File: src/rtl/axil_read_arbiter.sv
// axil_read_arbiter
// Round-robin arbiter that shares one AXI-Lite read master (AR + R) among
// NUM_REQ local requesters. Each grant runs one complete read: address
// phase, data phase, then a single response cycle with a done pulse to the
// owner. All outputs come straight from flops.
module axil_read_arbiter #(
    parameter int          NUM_REQ  = 4,
    parameter int          ADDR_W   = 32,
    parameter int          DATA_W   = 32,
    parameter logic [3:0]  AR_CACHE = 4'b0011
) (
    input  logic                      clk,
    input  logic                      reset,
    input  logic [NUM_REQ-1:0]        req,
    input  logic [NUM_REQ*ADDR_W-1:0] req_addr,
    output logic [NUM_REQ-1:0]        grant,
    output logic [NUM_REQ-1:0]        done,
    output logic [DATA_W-1:0]         rsp_data,
    output logic [1:0]                rsp_resp,
    output logic                      busy,
    output logic [ADDR_W-1:0]         araddr,
    output logic [3:0]                arcache,
    output logic [2:0]                arprot,
    output logic                      arvalid,
    input  logic                      arready,
    input  logic [DATA_W-1:0]         rdata,
    input  logic [1:0]                rresp,
    input  logic                      rvalid,
    output logic                      rready
);

    localparam int PTR_W = $clog2(NUM_REQ);

    typedef enum logic [1:0] {
        IDLE = 2'd0,
        ADDR = 2'd1,
        DATA = 2'd2,
        RESP = 2'd3
    } state_t;

    state_t             state;
    logic [PTR_W-1:0]   rr_ptr;   // highest-priority requester for the next arbitration
    logic [PTR_W-1:0]   owner;    // index of the requester that holds the current grant

    logic [PTR_W-1:0]   pick;     // arbitration winner, valid when any req bit is set
    logic [PTR_W:0]     cand;
    logic [PTR_W-1:0]   idx;
    logic               found;
    logic [ADDR_W-1:0]  sel_addr;

    // The AXI protection attribute is fixed: unprivileged, secure, data access.
    assign arprot = 3'b000;

    // Round-robin scan: first set req bit at or above rr_ptr, wrapping to 0.
    always_comb begin
        // NOTE: every variable gets a default before any conditional write so no latch is inferred.
        pick  = '0;
        found = 1'b0;
        cand  = '0;
        idx   = '0;
        for (int i = 0; i < NUM_REQ; i++) begin
            cand = {1'b0, rr_ptr} + (PTR_W+1)'(i);
            if (cand >= (PTR_W+1)'(NUM_REQ)) begin
                cand = cand - (PTR_W+1)'(NUM_REQ);
            end
            idx = cand[PTR_W-1:0];
            if (!found && req[idx]) begin
                found = 1'b1;
                pick  = idx;
            end
        end
    end

    // Address of the requester that wins this arbitration.
    assign sel_addr = req_addr[pick*ADDR_W +: ADDR_W];

    // Transaction sequencer: grant, AR handshake, R handshake, response cycle.
    always_ff @(posedge clk or negedge reset) begin
        if (!reset) begin
            // NOTE: the response data registers are reset too, since they are visible outputs with a defined reset value.
            state    <= IDLE;
            rr_ptr   <= '0;
            owner    <= '0;
            grant    <= '0;
            done     <= '0;
            busy     <= 1'b0;
            araddr   <= '0;
            arcache  <= 4'b0000;
            arvalid  <= 1'b0;
            rready   <= 1'b0;
            rsp_data <= '0;
            rsp_resp <= 2'b00;
        end else begin
            // NOTE: sequential state uses non-blocking assignments so every flop samples pre-edge values.
            case (state)
                IDLE: begin
                    if (found) begin
                        owner   <= pick;
                        grant   <= {{(NUM_REQ-1){1'b0}}, 1'b1} << pick;
                        araddr  <= {sel_addr[ADDR_W-1:2], 2'b00};
                        arvalid <= 1'b1;
                        arcache <= AR_CACHE;
                        busy    <= 1'b1;
                        state   <= ADDR;
                    end
                end
                ADDR: begin
                    // arvalid is always 1 here, so arready alone completes the handshake.
                    if (arready) begin
                        arvalid <= 1'b0;
                        arcache <= 4'b0000;
                        rready  <= 1'b1;
                        state   <= DATA;
                    end
                end
                DATA: begin
                    // rready is always 1 here; rvalid in any other state is never accepted.
                    if (rvalid) begin
                        rsp_data <= rdata;
                        rsp_resp <= rresp;
                        rready   <= 1'b0;
                        done     <= grant;
                        state    <= RESP;
                    end
                end
                RESP: begin
                    done   <= '0;
                    grant  <= '0;
                    busy   <= 1'b0;
                    rr_ptr <= (owner == PTR_W'(NUM_REQ-1)) ? '0 : owner + 1'b1;
                    state  <= IDLE;
                end
                default: begin
                    state <= IDLE;
                end
            endcase
        end
    end

endmodule

File: config.mk
export PLATFORM = sky130hd
export DESIGN_NAME = axil_read_arbiter
export DESIGN_NICKNAME = d
export VERILOG_FILES = /design/src/rtl/axil_read_arbiter.sv
export SDC_FILE = /design/constraint.sdc
export NUM_CORES = 1
export LEC_CHECK = 0
export CORE_MARGIN = 1
export CORE_UTILIZATION = 30
export CTS_CLUSTER_DIAMETER = 60
export DETAILED_ROUTE_END_ITERATION = 7
export PLACE_DENSITY = 0.67
export SLEW_MARGIN = 20
export SYNTH_ARGS = -nofsm -noshare
export SYNTH_HDL_FRONTEND = slang
export SYNTH_SLANG_ARGS = --single-unit
export TNS_END_PERCENT = 10
File: constraint.sdc
create_clock -name clk -period 1.8 [get_ports clk]
set_clock_uncertainty 0.05 [all_clocks]
set_input_delay 0.27 -clock clk [delete_from_list [all_inputs] [get_ports clk]]
set_output_delay 0.27 -clock clk [all_outputs]
set_load 0.005 [all_outputs]
# After elaboration in Yosys (flattened, before gate mapping)
# Cells that the tools add are included.
totals:
  reg_bits: 85
  input_bits: 170
  out_inout_bits: 84
  elab_cells: 94
classes:
  n_addsub: 8
  n_lt_le_gt_ge: 8
  n_eq_ne: 7
  shifts: 2
  mux: 39
  reduce_logical: 18
ops:
  columns: ["operator", "n"]
  rows:
  - ["$shiftx A128 B8 Y32", 1]
  - ["$mux W2", 12]
  - ["$pmux W4 S2", 3]
  - ["$mux W4", 4]
  - ["$lt A2 B3 Y1 const B", 4]
  - ["$mux W1", 12]
  - ["$ge A3 B3 Y1 const B", 3]
  - ["$reduce_and A3 Y1", 3]
  - ["$bmux W1 S2", 4]
  - ["$pmux W2 S4", 1]
  - ["$reduce_and A2 Y1", 4]
  - ["$reduce_bool A2 Y1", 4]
  - ["$sub A2 B1 Y2 const B", 4]
  - ["$add A2 B2 Y3 const B", 2]
  - ["$eq A2 B2 Y1 const B", 3]
  - ["$ne A2 B2 Y1 const B", 3]
  - ["$pmux W1 S2", 3]
  - ["$shl A1 B2 Y4 const A", 1]
  - ["$add A2 B1 Y3 const B", 1]
  - ["$ge A2 B3 Y1 const B", 1]
  - ["$logic_and A1 B1 Y1", 3]
  - ["$logic_not A1 Y1", 3]
  - ["$add A2 B1 Y2 const B", 1]
  - ["$eq A2 B1 Y1 const B", 1]
  - ["$logic_not A2 Y1", 1]

# Depth between registers and ports, before layout
# Gate-level depths: netlist of run 1.
depth:
  ltp_word: 17
  mapped_depth: 7
  mapped_depth_nobuf: 6

# Worst setup path after synthesis of run 1
# OpenSTA, ideal clock, no wires.
synth_timing:
  kind: "register to register"
  startpoint: "reg state[0]"
  endpoint: "reg rsp_data[0]"
  setup_time_ps: 125
  arrival_time_ps: 1523
  setup_slack_ps: 103
  stages_incl_launch_ff: 6
  n_path_buf: 1
  synth_period_minus_slack_ps: 1697
  path_cell_list: "dfrtp_1 > inv_1 > ha_1 > nand2_1 > clkbuf_1 > mux2_2"
synth_between:
  elab_chain_len: 2
synth_rtl:
  columns: ["element", "line", "source"]
  rows:
  - ["start, declared", "41", "state_t state;"]
  - ["start signal, assigned", "81", "state <= IDLE;"]
  - ["start signal, assigned", "104", "state <= ADDR;"]
  - ["start signal, assigned", "113", "state <= DATA;"]
  - ["$eq A2 B2 Y1", "95", "case (state)"]
  - ["$reduce_and A2 Y1 (no line)", null, null]
  - ["end signal, assigned", "119", "rsp_data <= rdata;"]
  - ["end, declared", "18", "output logic [DATA_W-1:0] rsp_data,"]
# Every way passes these cells.
# A chain may end at the register's enable or synchronous reset.

# Worst setup path in the final report of run 1
layout_timing:
  startpoint: "reg rr_ptr[0]"
  endpoint: "reg araddr[29]"
layout_between:
  elab_chain_len: 15
layout_rtl:
  columns: ["element", "line", "source"]
  rows:
  - ["start, declared", "42", "logic [PTR_W-1:0] rr_ptr;"]
  - ["start signal, assigned", "130", "rr_ptr <= (owner == PTR_W'(NUM_REQ-1)) ? '0 : owner + 1'b1;"]
  - ["branches (longest 15 deep; another with $add A2 B1 Y3)", null, null]
  - ["end signal, assigned", "100", "araddr <= {sel_addr[ADDR_W-1:2], 2'b00};"]
  - ["end, declared", "21", "output logic [ADDR_W-1:0] araddr,"]
# Parallel ways; which one is timed is not known. The select of a mux whose other input is x is not followed.

==> reports/qor.txt, run 1 <==
multi-input gate area in the final layout: 2370 um^2
Ys Warns: 0
clk_lat worst skew: 0.33 ns
f_max: 551 MHz
total power per unit cell area: 1490 nW/um^2
setup TNS: -0.0253 ns
crit path from: rr_ptr[0]$_DFFE_PN0P_
DRC: 0
Most Used Layer, Global Route: met2
DRT antenna net count: 0
maximum VDD drop: 0.476 mV
Synth area leader: dfrtp_1
crit path kind: register to register
critical path endpoint category: register
Gate Count Post-Synth: 441
grt met1 use: 23.8%
Max Root-Sink Buffers: 2
drt total wl: 16,500 um
number of global-route vias before repair: 4,711
initial antenna violation count: 0
register share of total power: 28.9%
PortBufs: 238
met2 usage: 36.4%
die width: 126 um
top post-synthesis cells by area: dfrtp_1 (44%), mux2_2 (8.3%), nand3_2 (6.5%)
failing checks: setup timing
sw frac: 35.3%
most frequent cells in the layout: clkdlybuf4s50_1 (234), dfrtp_1 (80), nor2_1 (35)
CTS tree: built
WHS: 0.436 ns
IO Pins: 254
Tot GR Track Use: 20.7%
DR vias/cell: 5.12
pin count of the biggest net entering global routing: 82
total gr overflow: 0
TritonCTS Sinks: 81
part of the Yosys area used for sequential elements: 44.1%
Post-Place Cell Area: 7400 um^2
final instance area: 7810 um^2
internal cell power: 7.54 mW
Post-synth EDFFs: 0
initial drt markers: 201
Logic pwr share: 55.0%
die area: 15,800 um^2
fill cell count: 1,297
Setup crit start kind: register
sw power: 4.11 mW
run status: complete, but fails checks
final setup fails: 2
max cap viols: 0
worst r2r src: rr_ptr[0]$_DFFE_PN0P_
RSZ-0062 raised after global routing: yes
clock power share: 16.0%
ys async rst share: 100%
GPL Wtd Cong: 0.879
Max Slew Vio Count: 0
Core Rows: 44
Yosys reg bits: 81
Critical Path Fanout Max: 15
wire per inst: 18.7 um
final net count: 870
Critical-path top delay cell: or4_4
HPWL Detailed: 12,100 um
GR Util met3: 5.27%
CTS buffer count: 9
first-pass GRT wire length: 25,200 um
antenna cells: 0
Die H: 126 um
post-synth top area share: 44.1%
core area: 14,800 um^2
commonest non-fill, non-tap cell in the layout: clkdlybuf4s50_1
register area: 2030 um^2
final core utilization: 52.9%
via count: 4,524
H-Tree Level Count: 3
CTS root buf: clkbuf_16
Hold Crit Class: register to register
worst path required time: 1.96 ns
1st-pass router iterations: 4
crit path DAT: 1.97 ns
final worst setup slack: -0.0162 ns
Mapped Area: 4590 um^2
period utilization: 101%
Largest stage delay, worst path: 0.49 ns
P&R area growth vs syn: 70.0%
Final Hold Fails: 0
Initial Utilization: 31.1%
CP Cell Sequence: and2b_4, or4_4, buf_12, nand3_2, a21o_1, a31oi_1
Mean Syn Cell Area: 10.4 um^2
fraction of layout cells with a size suffix above 1: 20.6%
crit path time final: 1.82 ns
top_reg_cell synth: dfrtp_1
Synth cell types: 46
LEAKAGE: 3.22 nW
Worst-path clk slew: 0.06 ns
hold path startpoint: owner[0]$_DFFE_PN0P_
## critical path: cells and delay by family, from the launching register on
family	cells	cell delay [ns]
AND/OR/NAND/NOR	3	0.81
flip-flops	1	0.43
AO/OA/AOI/OAI	2	0.21
buffers and inverters	1	0.19
## path summary, 6_finish.rpt
check | cells past startpoint | slack [ns] | to
setup / recovery | 6 | -0.02 | araddr[29]$_DFFE_PN0P_
max in group asynchronous | 3 | 0.84 | rr_ptr[1]$_DFFE_PN0P_
hold / removal | 1 | 0.44 | rr_ptr[0]$_DFFE_PN0P_
setup reg to reg | 6 | -0.02 | araddr[29]$_DFFE_PN0P_
min in group asynchronous | 3 | 0.46 | rready$_DFFE_PN0P_
hold reg to reg | 1 | 0.44 | rr_ptr[0]$_DFFE_PN0P_
## area by class of cell
type                       instances  area share (%)
clock buffer                      11            3.11
clock inverter                     5           0.801
inverter                           6           0.288
multi-input combinational        316            30.3
sequential                        81            26.0
tap                              184            2.95
timing repair buffer             281            36.6
## repair_timing
item                                   CTS  global route
setup endpoints to repair               30            30
cloned                                   1             1
hold buffers                             1             0
pin swaps                                6             1
resized for setup                        5             7
buffers inserted                         0             2
endpoints found under the hold margin   81             0
## kinds of logic (layout without fill, tap and decap cells)
| logic type | Yosys count | count (layout) | synth area share [%] |
|---|---|---|---|
| adder cells (fa/ha/maj) | 5 | 5 | 1.36 |
| other | 1 | 7 | 0.0816 |
| buffers and inverters | 51 | 303 | 6.21 |
| AND/OR/NAND/NOR | 109 | 109 | 15.3 |
| flip-flops | 81 | 81 | 44.1 |
| AO/OA/AOI/OAI | 160 | 161 | 24.6 |
| multiplexers | 34 | 34 | 8.33 |
## registers in the layout, indices dropped and copies added, names as in the netlist
name / flops
busy: 1
done: 4
araddr: 30
state: 2
rready: 1
grant: 4
rsp_resp: 2
rsp_data: 32
owner: 2
rr_ptr: 2
arcache: 1
## cell usage after synthesis, drive strengths merged, types with 2 or more instances
master	count
a21bo	26
a21o	4
a21oi	33
a221oi	26
a22oi	2
a31oi	9
a41oi	4
and2b	2
buf	31
clkbuf	14
dfrtp	81
ha	5
inv	6
mux2	34
nand2	19
nand2b	3
nand3	36
nor2	37
nor2b	7
nor4	2
o21ai	45
o2bb2ai	2
## power groups by stage
stage | Sequential, mW | Combinational (mW) | Clock (mW)
after floorplan | 3.31 | 2.96 | 0
after global placement | 3.34 | 6.14 | 0
final | 3.37 | 6.41 | 1.87
after global routing | 3.49 | 6.92 | 2.01
after detailed placement | 3.39 | 6.27 | 0
after CTS | 3.38 | 6.32 | 1.93
## per-stage QoR
step                cells  worst slack, ns  total power [mW]
floorplan             447            0.103              6.26
global placement      863           -0.389              9.48
detailed placement    863           -0.451              9.66
CTS                   881          -0.0271              11.6
global route          884           -0.106              12.4
finish                884          -0.0162              11.6
## routing by layer
| layer | vias to the layer above | wire [um] |
|---|---|---|
| met5 | - | 0 |
| met4 | 0 | 460 |
| met3 | 26 | 1310 |
| met2 | 239 | 8100 |
| met1 | 2143 | 6630 |
| li1 | 2116 | - |
(Power assumes the default switching activity.)
==> run 2: changes to the inputs <==
==> constraint.sdc (replaced) <==
create_clock -name clk -period 1.8 [get_ports clk]
set_clock_uncertainty 0.05 [all_clocks]
set_input_delay 0.27 -clock clk [delete_from_list [all_inputs] [get_ports clk]]
set_output_delay 0.27 -clock clk [all_outputs]
set_load 0.05 [all_outputs]
==> run 2 against run 1 <==
- the run still ends with setup timing left
- final area grew 2.6%
- hold slack improved by 0.010 ns
- sequential power barely moved
- setup slack worse by 0.033 ns
- largest power group unchanged
- sequential cell count unchanged
- critical path depth is the same
==> reports/qor.txt, run 2 (synthesis results as in run 1) <==
Final Hold Fails: 0 (unchanged)
crit path DAT: 2.01 ns (+0.04 ns)
Post-Place Cell Area: 7260 um^2 (-1.8%)
GPL Wtd Cong: 0.848 (-3.6%)
crit path kind: register to register
multi-input gate area in the final layout: 2520 um^2 (+6.3%)
final setup fails: 30 (+28)
Max Slew Vio Count: 0 (unchanged)
commonest non-fill, non-tap cell in the layout: clkdlybuf4s50_1
DR vias/cell: 5.19 (+1.4%)
pin count of the biggest net entering global routing: 82 (unchanged)
f_max: 541 MHz (-1.8%)
maximum VDD drop: 0.725 mV (+52%)
initial antenna violation count: 0 (unchanged)
Hold Crit Class: input port to asynchronous set/reset pin
WHS: 0.447 ns (+0.0104 ns)
max reg flops: 32 (unchanged)
HPWL Detailed: 12,000 um (-0.90%)
RSZ-0062 raised after global routing: yes
die width: 126 um (unchanged)
initial drt markers: 215 (+7.0%)
DRC: 0 (unchanged)
CTS buffer count: 9 (unchanged)
register area: 2030 um^2 (unchanged)
LEAKAGE: 3.53 nW (+9.7%)
antenna cells: 0 (unchanged)
Placed Cells: 864 (+0.12%)
crit path time final: 1.85 ns (+0.0334 ns)
CTS root buf: clkbuf_16
final instance area: 8010 um^2 (+2.6%)
Initial Utilization: 31.1% (unchanged)
final net count: 885 (+1.7%)
via count: 4,664 (+3.1%)
Max Root-Sink Buffers: 2 (unchanged)
most frequent cells in the layout: clkdlybuf4s50_1 (157), buf_4 (91), dfrtp_1 (80)
worst path required time: 1.96 ns (about the same)
drt total wl: 17,700 um (+7.0%)
first-pass GRT wire length: 26,200 um (+4.0%)
Rel. slew slack: 65.5%
total power per unit cell area: 1840 nW/um^2 (+23%)
DRT antenna net count: 0 (unchanged)
PortBufs: 238 (unchanged)
fill cell count: 1,302 (+0.39%)
IO Pins: 254 (unchanged)
max cap viols: 0 (unchanged)
critical path endpoint category: register
final core utilization: 54.3% (+1.4 points)
Tot GR Track Use: 21.6% (+0.92 points)
run status: complete, but fails checks
wire per inst: 19.6 um (+5.3%)
Core Rows: 44 (unchanged)
clk_lat worst skew: 0.33 ns (about the same)
fraction of layout cells with a size suffix above 1: 32.9% (+12 points)
Worst-path clk slew: 0.06 ns (about the same)
H-Tree Level Count: 3 (unchanged)
Die H: 126 um (unchanged)
Top reg by flops: rsp_data
die area: 15,800 um^2 (unchanged)
P&R area growth vs syn: 74.4%
failing checks: setup timing
number of global-route vias before repair: 4,784 (+1.5%)
TritonCTS Sinks: 81 (unchanged)
period utilization: 103% (+1.9 points)
Critical Path Fanout Max: 15 (unchanged)
total gr overflow: 0 (unchanged)
Finished Layout Cells: 899 (+1.7%)
1st-pass router iterations: 6 (+2)
core area: 14,800 um^2 (unchanged)
Worst-Margin Slew: 0.520 ns
largest registers: rsp_data (32), araddr (30)
Setup crit start kind: register
final worst setup slack: -0.0495 ns (-0.0334 ns)
CTS tree: built
[run 2: cell types whose count changed in the layout (fill, tap and decap cells not counted), sizes merged]
cell / delta
buf: +67
o31a: +1
dlymetal6s2s: +9
dlygate4sd2: +12
clkinv: +2
bufinv: -1
clkdlybuf4s50: -77
clkbuf: +2
[run 2: final cells by class]
class	instances	share of cell area (%)
clock inverters	6	0.531
flip-flops and latches	81	25.3
well taps	184	2.87
repair buffers	295	36.7
multi-input cells	317	31.4
inverters	6	0.281
clock buffers	10	2.86
[run 2: layer usage]
| layer | part of all wire [%] | wire [um] | global-route usage [%] | vias to the layer above |
|---|---|---|---|---|
| met5 | 0 | 0 | 0 | - |
| met4 | 3.0 | 533 | 8.15 | 0 |
| met3 | 7.8 | 1380 | 5.82 | 42 |
| met1 | 40 | 7110 | 25.5 | 2216 |
| li1 | - | - | - | 2157 |
| met2 | 49 | 8630 | 37.7 | 249 |
[run 2: what timing repair did]
item,in CTS,in global routing
pin swaps,15,4
hold buffers,1,0
setup buffers,9,1
gates cloned,4,4
gates resized for setup,44,21
endpoints found under the setup margin,42,41
endpoints found under the hold margin,81,0
[run 2: per-stage QoR]
step / total power, mW / setup TNS [ns] / setup WS, ns
global route: 15.5 / -2.56 / -0.112
finish: 14.7 / -0.907 / -0.0495
global placement: 12.3 / -12.14 / -0.375
floorplan: 9.21 / 0 / 0.103
detailed placement: 12.5 / -14.61 / -0.457
CTS: 14.6 / -0.338 / -0.0271
[run 2: worst paths after layout]
kind                                              start                      end  slack [ns]  depth (start not counted)
worst min-delay path                              reset   arcache[0]$_DFFE_PN0P_        0.45                          3
worst max register to register    rr_ptr[0]$_DFFE_PN0P_    araddr[5]$_DFFE_PN0P_       -0.05                          6
worst min register to register  rsp_data[1]$_DFFE_PN0P_  rsp_data[1]$_DFFE_PN0P_        0.45                          1
worst max-delay path              rr_ptr[0]$_DFFE_PN0P_    araddr[5]$_DFFE_PN0P_       -0.05                          6
min in group clk                rsp_data[1]$_DFFE_PN0P_  rsp_data[1]$_DFFE_PN0P_        0.45                          1
max in group asynchronous                         reset   araddr[10]$_DFFE_PN0P_        0.88                          3
[run 2: critical path, stage by stage (launching register included)]
cell     delay, ns
dfrtp_1       0.39
and2b_4       0.21
or4_4         0.62
buf_12        0.21
nand3_2       0.08
a21bo_1       0.11
a21oi_1       0.06
[run 2: report_power, final]
part,switching [mW],internal (mW),total [mW]
clock network,0.757,0.937,1.69
registers,0.590,2.75,3.34
logic,5.99,3.70,9.69
total,7.34,7.38,14.7
